### config.mk
export PLATFORM = sky130hd
export DESIGN_NAME = ad9866_spi_master
export DESIGN_NICKNAME = d
export VERILOG_FILES = /design/src/rtl/ad9866_spi_master.sv
export SDC_FILE = /design/constraint.sdc
export NUM_CORES = 1
export LEC_CHECK = 0
export BUFFER_PORTS_ARGS = -buffer_cell sky130_fd_sc_hd__clkbuf_2
export CORE_MARGIN = 1
export CORE_UTILIZATION = 37
export CTS_BUF_LIST = sky130_fd_sc_hd__clkbuf_8
export DETAILED_ROUTE_END_ITERATION = 10
export PLACE_DENSITY = 0.64
export SYNTH_ARGS = -nofsm -noshare
export SYNTH_HDL_FRONTEND = slang
export SYNTH_SLANG_ARGS = --single-unit
### constraint.sdc
create_clock -name clk -period 2.7 [get_ports clk]
set_input_delay 0.135 -clock clk [delete_from_list [all_inputs] [get_ports clk]]
set_output_delay 0.135 -clock clk [all_outputs]
set_load 0.01 [all_outputs]
### src/rtl/ad9866_spi_master.sv
// AD9866 4-wire SPI configuration master.
// Replays a power-up register table, then arbitrates round-robin among
// NUM_REQ register-access requesters and shifts 16-bit frames
// {rd, 2'b00, addr[4:0], data[7:0]} MSB first.
//
// Optional feature macro: AD9866_SPI_READBACK_EN
//   defined   : read requests capture sdo and return rdata/rvalid
//   undefined : every request is a write, rdata = 0, rvalid = 0
//
// Ports:
//   clk, reset_n          system clock, synchronous active-low reset
//   req/req_rd            per-channel request level and read flag
//   req_addr/req_wdata    packed per-channel address (5b) and write data (8b)
//   ack                   one-cycle completion pulse to the granted channel
//   rdata/rvalid          read-back data and its one-cycle strobe
//   init_done             sticky, set once the init table has been replayed
//   busy                  high unless idle with init complete
//   sclk/sdio/sdo/sen_n   SPI pins
module ad9866_spi_master #(
  parameter int NUM_REQ    = 2,
  parameter int INIT_DEPTH = 20,
  parameter logic [INIT_DEPTH-1:0][8:0] INIT_TABLE = '0,
  parameter int CLK_DIV    = 1
) (
  input  logic                   clk,
  input  logic                   reset_n,
  input  logic [NUM_REQ-1:0]     req,
  input  logic [NUM_REQ-1:0]     req_rd,
  input  logic [5*NUM_REQ-1:0]   req_addr,
  input  logic [8*NUM_REQ-1:0]   req_wdata,
  output logic [NUM_REQ-1:0]     ack,
  output logic [7:0]             rdata,
  output logic                   rvalid,
  output logic                   init_done,
  output logic                   busy,
  output logic                   sclk,
  output logic                   sdio,
  input  logic                   sdo,
  output logic                   sen_n
);

  localparam int PW = (NUM_REQ > 1)    ? $clog2(NUM_REQ)    : 1;
  localparam int AW = (INIT_DEPTH > 1) ? $clog2(INIT_DEPTH) : 1;
  localparam int IW = $clog2(INIT_DEPTH + 1);
  localparam int DW = (CLK_DIV > 1)    ? $clog2(CLK_DIV)    : 1;

  typedef enum logic [1:0] {INIT_FETCH, IDLE, SHIFT, GAP} state_t;

  state_t              state, state_d;
  logic [IW-1:0]       idx, idx_d;
  logic                done_q, done_d;
  logic [PW-1:0]       rr_ptr, rr_d, grant, grant_d, gnt, cand;
  logic                host, host_d, found, rd_sel;
  logic [15:0]         shreg, shreg_d, shift_nx;
  logic                sclk_q, sclk_d, sen_q, sen_d, busy_q, busy_d, shift_in;
  logic [DW-1:0]       div_cnt, div_d;
  logic [3:0]          fall_cnt, fall_d;
  logic [NUM_REQ-1:0]  ack_q, ack_d;
  logic [8:0]          ent;

`ifdef AD9866_SPI_READBACK_EN
  logic                rd_q, rd_d, rvalid_q, rvalid_d;
  logic [7:0]          rdata_q, rdata_d;
  assign shift_in = sdo;
  assign rdata    = rdata_q;
  assign rvalid   = rvalid_q;
`else
  logic                unused_rb;
  assign unused_rb = ^{sdo, req_rd};
  assign shift_in  = 1'b0;
  assign rdata     = 8'h00;
  assign rvalid    = 1'b0;
`endif

  assign ack       = ack_q;
  assign init_done = done_q;
  assign busy      = busy_q;
  assign sclk      = sclk_q;
  assign sen_n     = sen_q;
  // shreg is cleared at frame end, so sdio idles low between frames
  assign sdio      = shreg[15];

  always_comb begin
    state_d  = state;
    idx_d    = idx;
    done_d   = done_q;
    rr_d     = rr_ptr;
    grant_d  = grant;
    host_d   = host;
    shreg_d  = shreg;
    sclk_d   = sclk_q;
    sen_d    = sen_q;
    div_d    = div_cnt;
    fall_d   = fall_cnt;
    ack_d    = '0;
`ifdef AD9866_SPI_READBACK_EN
    rd_d     = rd_q;
    rvalid_d = 1'b0;
    rdata_d  = rdata_q;
`endif
    shift_nx = {shreg[14:0], shift_in};
    ent      = INIT_TABLE[idx[AW-1:0]];

    // first requester at or after rr_ptr, wrapping
    found = 1'b0;
    gnt   = '0;
    cand  = '0;
    for (int i = 0; i < NUM_REQ; i++) begin
      cand = PW'((int'(rr_ptr) + i) % NUM_REQ);
      if (!found && req[cand]) begin
        found = 1'b1;
        gnt   = cand;
      end
    end
`ifdef AD9866_SPI_READBACK_EN
    rd_sel = req_rd[gnt];
`else
    rd_sel = 1'b0;
`endif

    case (state)
      INIT_FETCH: begin
        if (idx == IW'(INIT_DEPTH)) begin
          done_d  = 1'b1;
          state_d = IDLE;
        end else begin
          idx_d = idx + 1'b1;
          if (ent[8]) begin
            shreg_d = {1'b0, 2'b00, 5'(idx), ent[7:0]};
            host_d  = 1'b0;
`ifdef AD9866_SPI_READBACK_EN
            rd_d    = 1'b0;
`endif
            sen_d   = 1'b0;
            sclk_d  = 1'b0;
            div_d   = '0;
            fall_d  = '0;
            state_d = SHIFT;
          end
        end
      end
      IDLE: begin
        if (found) begin
          shreg_d = {rd_sel, 2'b00, req_addr[int'(gnt)*5 +: 5],
                     rd_sel ? 8'h00 : req_wdata[int'(gnt)*8 +: 8]};
          host_d  = 1'b1;
          grant_d = gnt;
          rr_d    = (int'(gnt) == NUM_REQ - 1) ? '0 : gnt + 1'b1;
`ifdef AD9866_SPI_READBACK_EN
          rd_d    = rd_sel;
`endif
          sen_d   = 1'b0;
          sclk_d  = 1'b0;
          div_d   = '0;
          fall_d  = '0;
          state_d = SHIFT;
        end
      end
      SHIFT: begin
        if (div_cnt == DW'(CLK_DIV - 1)) begin
          div_d  = '0;
          sclk_d = !sclk_q;
          if (sclk_q) begin
            // falling edge: shift out next bit, capture sdo
            shreg_d = shift_nx;
            fall_d  = fall_cnt + 4'd1;
            if (fall_cnt == 4'd15) begin
              shreg_d = '0;
              sen_d   = 1'b1;
              state_d = GAP;
              if (host) ack_d[grant] = 1'b1;
`ifdef AD9866_SPI_READBACK_EN
              if (host && rd_q) begin
                rvalid_d = 1'b1;
                rdata_d  = shift_nx[7:0];
              end
`endif
            end
          end
        end else begin
          div_d = div_cnt + 1'b1;
        end
      end
      GAP: begin
        // sen_n stays high for this cycle plus the following fetch/arbitration
        // cycle, giving the 2-cycle minimum between frames
        state_d = done_q ? IDLE : INIT_FETCH;
      end
      default: state_d = INIT_FETCH;
    endcase

    busy_d = !(state_d == IDLE && done_d);
  end

  always_ff @(posedge clk) begin
    if (!reset_n) begin
      state    <= INIT_FETCH;
      idx      <= '0;
      done_q   <= 1'b0;
      rr_ptr   <= '0;
      grant    <= '0;
      host     <= 1'b0;
      shreg    <= '0;
      sclk_q   <= 1'b0;
      sen_q    <= 1'b1;
      div_cnt  <= '0;
      fall_cnt <= '0;
      ack_q    <= '0;
      busy_q   <= 1'b0;
`ifdef AD9866_SPI_READBACK_EN
      rd_q     <= 1'b0;
      rvalid_q <= 1'b0;
      rdata_q  <= '0;
`endif
    end else begin
      state    <= state_d;
      idx      <= idx_d;
      done_q   <= done_d;
      rr_ptr   <= rr_d;
      grant    <= grant_d;
      host     <= host_d;
      shreg    <= shreg_d;
      sclk_q   <= sclk_d;
      sen_q    <= sen_d;
      div_cnt  <= div_d;
      fall_cnt <= fall_d;
      ack_q    <= ack_d;
      busy_q   <= busy_d;
`ifdef AD9866_SPI_READBACK_EN
      rd_q     <= rd_d;
      rvalid_q <= rvalid_d;
      rdata_q  <= rdata_d;
`endif
    end
  end

endmodule

==> summary.md <==
| Metric | Value |
|---|---|
| Status | `finished, final reports clean` |
| Flops & latches, synth | `36` |
| CP Launch Type | `flop` |
| Post-route insts no fill | `340` |
| Critical Path Max Stage Delay | `0.77 ns` |
| Seq/Total Area, Yosys | `35.1%` |
| Pwr per Cell Area | `594 nW/um2` |
| Yosys warnings | `0` |
| Syn Area/Cell | `8.51 um2` |
| Fin util | `44.2%` |
| Final WS setup | `0.487 ns` |
| Min Tclk post-route | `2.21 ns` |
| Vias in the first global route | `1618` |
| Vias post-DR | `1810` |
| Layout cells sized above 1 | `20.0%` |
| Worst Skew | `0.00316 ns` |
| Async SR Flop Fraction | `0%` |
| Fin crit share | `82.0%` |
| Final setup vio count | `0` |
| Syn Std Cell Area | `2050 um2` |
| GR Util met3 | `3.83%` |
| Maxcap violations | `0` |
| Number of flops mapped to enable cells by yosys | `0` |
| FMAX | `452 MHz` |
| Max-slew headroom | `60.5%` |
| GRT Max-Usage Layer | `met2` |
| CTS Hold Bufs | `0` |
| Post-place setup slack | `0.505 ns` |
| Critical path cell sequence | `inv_1 > ha_1 > or4_4 > nor3_4 > a32o_1` |
| Peak VDD IR | `305 uV` |
| Measured slew at the worst slew-check pin | `0.592 ns` |
| Initial core utilization | `39.2%` |
| Synthesized instance count | `241` |
| Hold WC Path Type | `in -> reg` |
| Critical path required time | `2.92 ns` |
| Placed Instances | `332` |
| Congestion Overflow GR | `0` |
| Worst reg2reg path depth | `5` |
| DR vias/cell | `5.32` |
| H-tree depth | `2` |
| Row count | `26` |
| Clock Pin Slew Worst Setup and Hold Paths | `0.07 ns` |
| RSZ-0062 raised after global routing | `false` |
| Crit Path Max Fanout | `28` |
| Drt drc | `0` |
| Max Buffers Root-to-Sink | `2` |
| Post-CTS Repair Setup Buffers | `0` |
| Synthesis-to-layout area growth | `12.9%` |
| Final hold violation count | `0` |
| Hold path depth | `3` |
| Avg WL per Cell | `13.5 um` |
| Total wire length | `4.59 mm` |
| Top Ports | `49` |
| Max Slew Vio Count | `0` |
| Port buffer count | `36` |
| Number of inserted diodes | `0` |
| Total CTS buffers | `5` |
| CTS tree | `yes` |
| Pleak | `0.865 nW` |
| Die X | `76.4 um` |
| Slowest stage cell, crit path | `or4_4` |
| CTS root buf | `clkbuf_8` |
| Post-DRT Antenna Nets | `0` |
| Gpl congestion | `0.767` |
| Initial antenna violation count | `0` |
| Drt pass-1 iters | `4` |
| Met1 usage | `22.1%` |
| Yosys cell types | `45` |
| Worst-Skew Late Latency | `0.28 ns` |
| CP Class | `reg -> reg` |
| Crit-path leading delay family | `simple AND/OR/NAND/NOR gates` |
| Post-DP HPWL | `3.14 mm` |
| Post-cts resize count | `0` |
| Setup TNS | `0 ns` |
| Global-route wire length before repair | `7.73 mm` |
| CP Depth | `5` |
| Largest net degree at the start of global routing | `33` |
| Met2 usage | `25.4%` |
| Die area | `5840 um2` |
| Total GRT Usage | `16.2%` |
| Crit end category | `flop` |
| Buf+Inv Stages, Crit Path | `1` |
| Initial detailed-routing violation count | `98` |
| Min Hold Slack | `0.215 ns` |
| Clk sinks | `36` |
| Final #Nets | `310` |
| Core area | `5240 um2` |
| Top FF cell, synth | `dfxtp_1` |
| Crit path DAT | `2.44 ns` |
| Chip height | `76.4 um` |
==> logic make-up (layout without fill, tap and decap cells) <==
kind of cell	count (synthesis)	in the layout	share of synthesized area, %
buffers and inverters	38	59	10.1
multiplexers	1	1	0.488
XOR/XNOR	3	3	1.28
flip-flops	36	36	35.1
AO/OA/AOI/OAI	62	62	22.4
AND/OR/NAND/NOR	92	92	25.6
adder cells (fa/ha/maj)	8	8	4.88
other	1	9	0.183
==> power breakdown <==
part	switching [mW]	internal (mW)
Clock	0.183	0.201
Sequential	0.0287	0.565
Combinational	0.252	0.147
Total	0.464	0.912
==> stage by stage <==
step	area, um2	power, mW
floorplan	2080	0.939
global route	2310	1.47
global placement	2220	1.00
finish	2310	1.38
detailed placement	2220	1.00
CTS	2310	1.39
==> sequential cells by signal, summed over array words and instances (netlist names) <==
| register | flops |
|---|---|
| state | 2 |
| grant | 1 |
| rr_ptr | 1 |
| sclk | 1 |
| fall_cnt | 4 |
| ack | 2 |
| init_done | 1 |
| shreg | 16 |
| idx | 5 |
| busy | 1 |
| host | 1 |
| sen_n | 1 |
==> tightest hold or removal path: stages <==
cell and delay [ns]:
clkbuf_2 0.08, mux2i_1 0.16, o31ai_2 0.08
==> cell usage after synthesis, types with 2 or more instances <==
library cell	instances	area share, %
dfxtp_1	36	35
nand2_1	23	4.2
nor2_1	17	3.1
clkbuf_1	16	2.9
nand3_1	15	3.7
a32o_1	12	5.9
nand4b_1	12	5.1
o211ai_1	12	4.4
a21oi_1	11	2.7
buf_4	9	3.3
ha_1	8	4.9
inv_1	8	1.5
nand4_1	7	2.1
a31oi_1	6	1.8
o21ai_0	6	1.5
buf_6	4	2.2
nor2b_1	4	1.2
a211oi_1	3	1.1
and2_1	3	0.92
nand3b_1	3	1.1
xor2_1	2	0.85
==> worst paths after layout <==
kind	start	end	slack [ns]
worst max register to register	state[1]	shreg[6]	0.49
worst max-delay path	state[1]	shreg[6]	0.49
worst min-delay path	req_wdata[0]	shreg[0]	0.22
worst min register to register	shreg[13]	shreg[13]	0.46
==> placed cells by master (no fill, tap or decap), types with 2 or more instances in the layout <==
master and n:
nand4b_1 12, xor2_1 2, nand2_1 23, buf_4 7
o21ai_0 6, nor2b_1 4, a31oi_1 6, dfxtp_1 36
a211oi_1 3, ha_1 8, inv_1 10, a21oi_1 11
nor2_1 17, conb_1 9, nand3_1 15, clkbuf_8 6
nand3b_1 3, and2_1 3, nand4_1 7, a32o_1 12
clkbuf_2 36, o211ai_1 12
==> per-layer routing <==
metal  up-vias  part of all wire [%]  wire length (um)
met2        47                    46              2100
met5         -                     0                 0
met3         2                   4.9               224
met1       830                    49              2240
met4         0                  0.44                20
li1        931                     -                 -
==> layout make-up <==
cell class | instances | area, um2
clock buffer | 6 | 82.6
clock inverter | 2 | 7.51
fill | 539 | 2920
inverter | 8 | 30.0
multi-input combinational | 175 | 1150
sequential | 36 | 721
tap | 70 | 87.6
timing repair buffer | 43 | 233
Note: power is estimated with default switching activity, not from simulation.
